File: src/rtl/torus_inject_sched.sv
// torus_inject_sched: per-PE injection scheduler in front of a torus router
// injection port. A token bucket meters packets (one token per MAX_RATE
// cycles, burst up to MAX_TOKEN), a single output register holds each packet
// until the router takes it, and a run of PKT_N packets ends in DONE.
// Optional build macro INJECT_STALL_STAT_EN adds a saturating count of
// cycles where the router back-pressures an offered packet.
module torus_inject_sched #(
    parameter int D_W       = 16,
    parameter int MAX_RATE  = 5,
    parameter int MAX_TOKEN = 2,
    parameter int PKT_N     = 20
) (
    input  logic                         clk,
    input  logic                         rst,
    input  logic                         start,
    input  logic                         src_valid,
    input  logic [D_W-1:0]               src_data,
    output logic                         src_ready,
    output logic                         pe_valid,
    output logic [D_W-1:0]               pe_data,
    input  logic                         pe_ready,
    output logic                         busy,
    output logic                         done,
    output logic [$clog2(PKT_N+1)-1:0]   sent_cnt,
    output logic [31:0]                  stall_cnt
);
    localparam int CW = $clog2(PKT_N + 1);
    localparam int TW = $clog2(MAX_TOKEN + 1);
    localparam int RW = (MAX_RATE > 1) ? $clog2(MAX_RATE) : 1;

    typedef enum logic [1:0] {S_IDLE, S_RUN, S_DRAIN, S_DONE} state_t;

    state_t        state;
    logic [TW-1:0] tokens;
    logic [RW-1:0] rate_cnt;
    logic [CW-1:0] issued;

    logic active, go, refill, issue, hs;

    // Decode of the current cycle's events; src_ready is the issue strobe.
    always_comb begin
        active    = (state == S_RUN) || (state == S_DRAIN);
        go        = start && ((state == S_IDLE) || (state == S_DONE));
        refill    = active && (rate_cnt == RW'(MAX_RATE - 1));
        issue     = (state == S_RUN) && (tokens != '0) && (issued < CW'(PKT_N))
                    && src_valid && (!pe_valid || pe_ready);
        hs        = pe_valid && pe_ready;
        src_ready = issue;
    end

    // Run-control FSM; busy/done are registered alongside the state.
    always_ff @(posedge clk or negedge rst) begin
        if (!rst) begin
            state <= S_IDLE;
            busy  <= 1'b0;
            done  <= 1'b0;
        end else begin
            case (state)
                S_IDLE: if (start) begin
                    state <= S_RUN;
                    busy  <= 1'b1;
                end
                S_RUN: if (issue && (issued == CW'(PKT_N - 1))) state <= S_DRAIN;
                // Only one packet can be outstanding, so any handshake here is the last.
                S_DRAIN: if (hs) begin
                    state <= S_DONE;
                    busy  <= 1'b0;
                    done  <= 1'b1;
                end
                S_DONE: if (start) begin
                    state <= S_RUN;
                    busy  <= 1'b1;
                    done  <= 1'b0;
                end
                default: state <= S_IDLE;
            endcase
        end
    end

    // Token bucket: refill on rate wrap, spend on issue; both at once is a wash.
    always_ff @(posedge clk or negedge rst) begin
        if (!rst) begin
            tokens   <= '0;
            rate_cnt <= '0;
        end else if (go) begin
            tokens   <= TW'(MAX_TOKEN);
            rate_cnt <= '0;
        end else begin
            if (active) rate_cnt <= refill ? '0 : rate_cnt + 1'b1;
            case ({issue, refill})
                2'b10:   tokens <= tokens - 1'b1;
                2'b01:   if (tokens < TW'(MAX_TOKEN)) tokens <= tokens + 1'b1;
                default: tokens <= tokens;
            endcase
        end
    end

    // Output register: loads on issue, clears on handshake, holds while blocked.
    always_ff @(posedge clk or negedge rst) begin
        if (!rst) begin
            pe_valid <= 1'b0;
            pe_data  <= '0;
        end else if (issue) begin
            pe_valid <= 1'b1;
            pe_data  <= src_data;
        end else if (hs) begin
            pe_valid <= 1'b0;
        end
    end

    // Issued and accepted packet counts for the current run.
    always_ff @(posedge clk or negedge rst) begin
        if (!rst) begin
            issued   <= '0;
            sent_cnt <= '0;
        end else if (go) begin
            issued   <= '0;
            sent_cnt <= '0;
        end else begin
            if (issue) issued   <= issued + 1'b1;
            if (hs)    sent_cnt <= sent_cnt + 1'b1;
        end
    end

`ifdef INJECT_STALL_STAT_EN
    logic [31:0] stall_r;

    // Saturating count of back-pressured cycles while a run is active.
    always_ff @(posedge clk or negedge rst) begin
        if (!rst)
            stall_r <= '0;
        else if (go)
            stall_r <= '0;
        else if (active && pe_valid && !pe_ready && (stall_r != 32'hFFFF_FFFF))
            stall_r <= stall_r + 1'b1;
    end

    assign stall_cnt = stall_r;
`else
    assign stall_cnt = 32'd0;
`endif

endmodule

File: config.mk
export PLATFORM = sky130hd
export DESIGN_NAME = torus_inject_sched
export DESIGN_NICKNAME = d
export VERILOG_FILES = /design/src/rtl/torus_inject_sched.sv
export SDC_FILE = /design/constraint.sdc
export NUM_CORES = 1
export LEC_CHECK = 0
export CAP_MARGIN = 0
export CORE_UTILIZATION = 50
export CTS_BUF_LIST = sky130_fd_sc_hd__clkbuf_8 sky130_fd_sc_hd__clkbuf_16
export DETAILED_ROUTE_END_ITERATION = 16
export DONT_BUFFER_PORTS = 1
export SETUP_SLACK_MARGIN = 0.1
export SYNTH_ARGS = -nofsm -noshare
export SYNTH_HDL_FRONTEND = slang
export SYNTH_SLANG_ARGS = --single-unit
File: constraint.sdc
create_clock -name clk -period 2.54 [get_ports clk]
set_input_delay 0.635 -clock clk [delete_from_list [all_inputs] [get_ports clk]]
set_output_delay 0.635 -clock clk [all_outputs]
set_load 0.02 [all_outputs]
# Yosys cells after proc, flatten, opt, wreduce, memory -nomap -nowiden
# Index checks and enable logic that the tools add are counted.
[totals]
reg_bits = 36
in_bits = 21
output_inout_bits = 57
[classes]
addsub = 5
n_lt_le_gt_ge = 2
eq_ne = 12
muxes = 21
n_reduce_logical = 26
[op_table]
columns = ["operator", "count"]
rows = [
  ["$mux 5", 4],
  ["$reduce_bool 2->1", 7],
  ["$add 5x1->5 const B", 2],
  ["$mux 2", 5],
  ["$mux 3", 3],
  ["$reduce_and 3->1", 3],
  ["$logic_and 1x1->1", 8],
  ["$eq 2x2->1 const B", 3],
  ["$pmux 2 s3", 1],
  ["$eq 5x5->1 const B", 1],
  ["$lt 5x5->1 const B", 1],
  ["$mux 1", 5],
  ["$eq 2x1->1 const B", 2],
  ["$ne 2x1->1 const B", 2],
  ["$ne 2x2->1 const B", 2],
  ["$pmux 1 s2", 2],
  ["$pmux 2 s2", 1],
  ["$add 3x1->3 const B", 1],
  ["$eq 3x3->1 const B", 1],
  ["$logic_or 1x1->1", 3],
  ["$ne 3x3->1 const B", 1],
  ["$reduce_bool 3->1", 1],
  ["$add 2x1->2 const B", 1],
  ["$logic_not 2->1", 1],
  ["5 further kinds", 5],
]

# Longest topological paths before layout
# Gate-level depths: netlist of run 1.
[logic_depth]
ltp_word = 8
ltp_mapped = 7
ltp_nobuf = 6

# Worst setup path after synthesis of run 1
# No wires, ideal clock.
[synth_timing]
path_type = "flip-flop to output port"
from = "register state[1]"
to = "output src_ready"
t_arrival_ps = 1240
path_slack_ps = 665
stages_incl_launch_ff = 6
path_buffers = 1
path_cell_list = "dfrtp_1 > inv_1 > ha_1 > o211ai_2 > nor3_4 > buf_2"
[synth_via]
elab_chain_cells = 5
[synth_rtl]
columns = ["item", "line", "text"]
rows = [
  ["from (decl)", "33", "state_t state;"],
  ["from (signal assigned)", "54", "state <= S_IDLE;"],
  ["from (signal assigned)", "60", "state <= S_RUN;"],
  ["from (signal assigned)", "63", "S_RUN: if (issue && (issued == CW'(PKT_N - 1))) state <= S_DRAIN;"],
  ["$eq 2x1->1", "45", "issue = (state == S_RUN) && (tokens != '0) && (issued < CW'(PKT_N))"],
  ["$logic_and 1x1->1 (2 in series)", "45", ""],
  ["$logic_and 1x1->1 (2 in series)", "46", "&& src_valid && (!pe_valid || pe_ready);"],
  ["to (decl)", "18", "output logic src_ready,"],
]
# No other way between the ends.

# Worst setup path in the final report of run 1
# Same ends and word-level chain as after synthesis.

==> results.ini, run 1 <==
[clocking]
cts_resized=0
cts.htree.levels=2
worst_skew_pair.late_latency_ns=0.29
postCtsSetupRepairBufs=0
hold_buffers=0
cts.sinks=36
clkSlewWorstSetupHoldPaths_ns=0.07
clockBufferDepth=2
cts_tree=done
numCtsBuffers=5
cts_root_buffer=clkbuf_8

[timing]
fin_crit_sh=0.860
slew_headroom=0.646
max_slew.worst_pin.slew_ns=0.524
rsz0062_at_grt=no
tns_ns=0
drv_slew=0
hold_violations=0
min_period_ns=2.18
fmax_mhz=458
skew_ns=0.00623
setup_violations=0

[setup_path]
crit_chain=inv_1 -> ha_1 -> o211ai_2 -> nor3_4
max_stage_delay_ns=0.41
worstSetupEndpointType=primary output
cp_slowest_cell=dfrtp_1
crit_required_ns=1.90
start_kind=flop
crit_type=flop to primary output
cp_max_fo=7
crit_arrival_ns=1.55
rr_startpoint=state[1]
crit_start=state[1]

[synth]
async_flop_share=1.00
ys_seq_area_frac=0.475
ys.flop_type=dfrtp_1
yosysWarnings=0
ys_seq_elements=36
syn_area_um2=1900
synth_cell_types=38
synth_area_per_cell_um2=11.0
syn_inst=172
synth_edf_count=0

[routing]
route.detailed.drc=0
vias=1082
routed_wl_mm=2.83
vias_per_cell=4.81
drt_iter0_drc=28
drt_first_pass_iters=4
ant_nets=0
wl_per_cell_um=12.6

[final_layout]
layout-drive-gt1-share=0.175
insertedDiodeCount=0
area_delta_synth_final_pct=2.57
final_common_cell=dfrtp_1
stdcell_area_um2=1940
mostFrequentLayoutCells=dfrtp_1, conb_1, mux2_2
final_nets=204

[power_and_ir_drop]
p_comb_frac=0.269
peakVddDrop_uv=693
seqPwrFrac=0.512
p_clk_frac=0.218
sw_frac_of_total=0.387
p_int_mw=1.40
p_leak_nw=0.909
p_per_area_nw_per_um2=1170
switchingPower_mw=0.881

[floorplan]
ios=78
start_util=0.518
die_x_um=63.6
die_h_um=63.6
fp-row-count=22
coreArea_um2=3660
dieArea_um2=4040

[place]
dp_hpwl_mm=2.09
globalplace.congestion=0.763
placedInstanceArea_um2=1830
portBuffers=0

[hold_path]
hold_class=input port to async pin

[global_route]
grt_usage=0.157
grt_max_degree=37
antenna_found_initial=0
grt-ovfl-total=0
grt_pass1_wl_mm=4.82
grt_pass1_vias=1105

[outcome]
status=finished, final reports clean

[flow_run]
cap_violations=0

[final cells by class]
class / count / area, µm²
fillers: 329 / 1720
flip-flops and latches: 36 / 901
multi-input cells: 124 / 827
clock buffers: 5 / 68.8
well taps: 48 / 60.1
clock inverters: 3 / 42.5
repair buffers: 3 / 22.5
inverters: 6 / 22.5
[routing by layer]
layer,part of all wire,global-route usage,vias to the layer above,wire length [µm]
met3,0.071,0.0616,6,202
met1,0.40,0.167,507,1130
met4,0.018,0.0682,0,51
met2,0.51,0.274,53,1450
met5,0,0,-,0
li1,-,-,516,-
[worst paths after layout]
check / endpoint / slack, ns / cells after the start
max in group asynchronous: pe_data[1] / 2.41 / 0
setup reg to reg: tokens[1] / 0.50 / 6
hold / removal: rate_cnt[1] / 0.04 / 0
min in group clk: pe_data[6] / 0.49 / 1
hold reg to reg: issued[4] / 0.55 / 2
setup / recovery: src_ready / 0.36 / 4
[per-stage QoR]
stage | worst slack (ns) | utilization | power (mW) | instances | hold slack (ns)
floorplan | 0.665 | - | 1.70 | 203 | 0.339
global placement | 0.545 | 0.501 | 1.77 | 217 | 0.340
detailed placement | 0.476 | 0.501 | 1.80 | 217 | 0.340
CTS | 0.329 | 0.531 | 2.31 | 225 | 0.0230
global route | 0.212 | 0.531 | 2.43 | 225 | 0.0209
finish | 0.355 | 0.531 | 2.28 | 225 | 0.0368
[logic make-up after synthesis]
family / Yosys count / share of synthesized area
buffers and inverters: 43 / 0.150
AND/OR/NAND/NOR: 42 / 0.122
flip-flops: 36 / 0.475
multiplexers: 19 / 0.112
AO/OA/AOI/OAI: 16 / 0.0561
XOR/XNOR: 8 / 0.0370
adder cells (fa/ha/maj): 7 / 0.0462
other: 1 / 0.00198
[cell usage after synthesis, types with 2 or more instances]
| cell | number | area share |
|---|---|---|
| dfrtp_1 | 36 | 0.48 |
| nand2_1 | 9 | 0.018 |
| xnor2_1 | 5 | 0.023 |
| xor2_1 | 3 | 0.014 |
| nor2b_1 | 2 | 0.0066 |
| nand4_1 | 2 | 0.0066 |
| ha_1 | 7 | 0.046 |
| and2_1 | 2 | 0.0066 |
| buf_2 | 2 | 0.0053 |
| nand3_1 | 4 | 0.011 |
| mux2_2 | 17 | 0.10 |
| nor2_1 | 11 | 0.022 |
| buf_4 | 32 | 0.13 |
| mux2i_1 | 2 | 0.011 |
| o21ai_0 | 5 | 0.013 |
| a21oi_1 | 4 | 0.011 |
| clkbuf_1 | 3 | 0.0059 |
| inv_1 | 6 | 0.012 |
[flip-flops by register name, summed over array words and instances, names as in the netlist]
register	cells
busy	1
done	1
issued	5
pe_data	16
pe_valid	1
rate_cnt	3
sent_cnt	5
state	2
tokens	2
[power groups by stage]
stage / sequential (mW) / clock (mW) / combinational (mW)
2_1_floorplan: 1.13 / 0 / 0.569
3_3_place_gp: 1.17 / 0 / 0.595
5_1_grt: 1.20 / 0.530 / 0.697
3_5_place_dp: 1.18 / 0 / 0.628
6_report: 1.17 / 0.497 / 0.614
4_1_cts: 1.17 / 0.513 / 0.625
[worst max-delay path: cells and delay by family (launching register included)]
kind | cells | cell delay (ns)
adder cells (fa/ha/maj) | 1 | 0.22
AND/OR/NAND/NOR | 1 | 0.39
AO/OA/AOI/OAI | 1 | 0.17
buffers and inverters | 1 | 0.08
flip-flops | 1 | 0.41
Note: power is estimated with default switching activity, not from simulation.
==> inputs of run 2 (changes only) <==
--- a/config.mk
+++ b/config.mk
@@ -6,10 +6,12 @@
 export NUM_CORES = 1
 export LEC_CHECK = 0
 export CAP_MARGIN = 0
+export CORE_MARGIN = 1
 export CORE_UTILIZATION = 50
 export CTS_BUF_LIST = sky130_fd_sc_hd__clkbuf_8 sky130_fd_sc_hd__clkbuf_16
 export DETAILED_ROUTE_END_ITERATION = 16
 export DONT_BUFFER_PORTS = 1
+export RECOVER_POWER = 25
 export SETUP_SLACK_MARGIN = 0.1
 export SYNTH_ARGS = -nofsm -noshare
 export SYNTH_HDL_FRONTEND = slang
==> results of run 2 <==
Same layout as run 1: the final DEF is identical, and so are final timing and power.
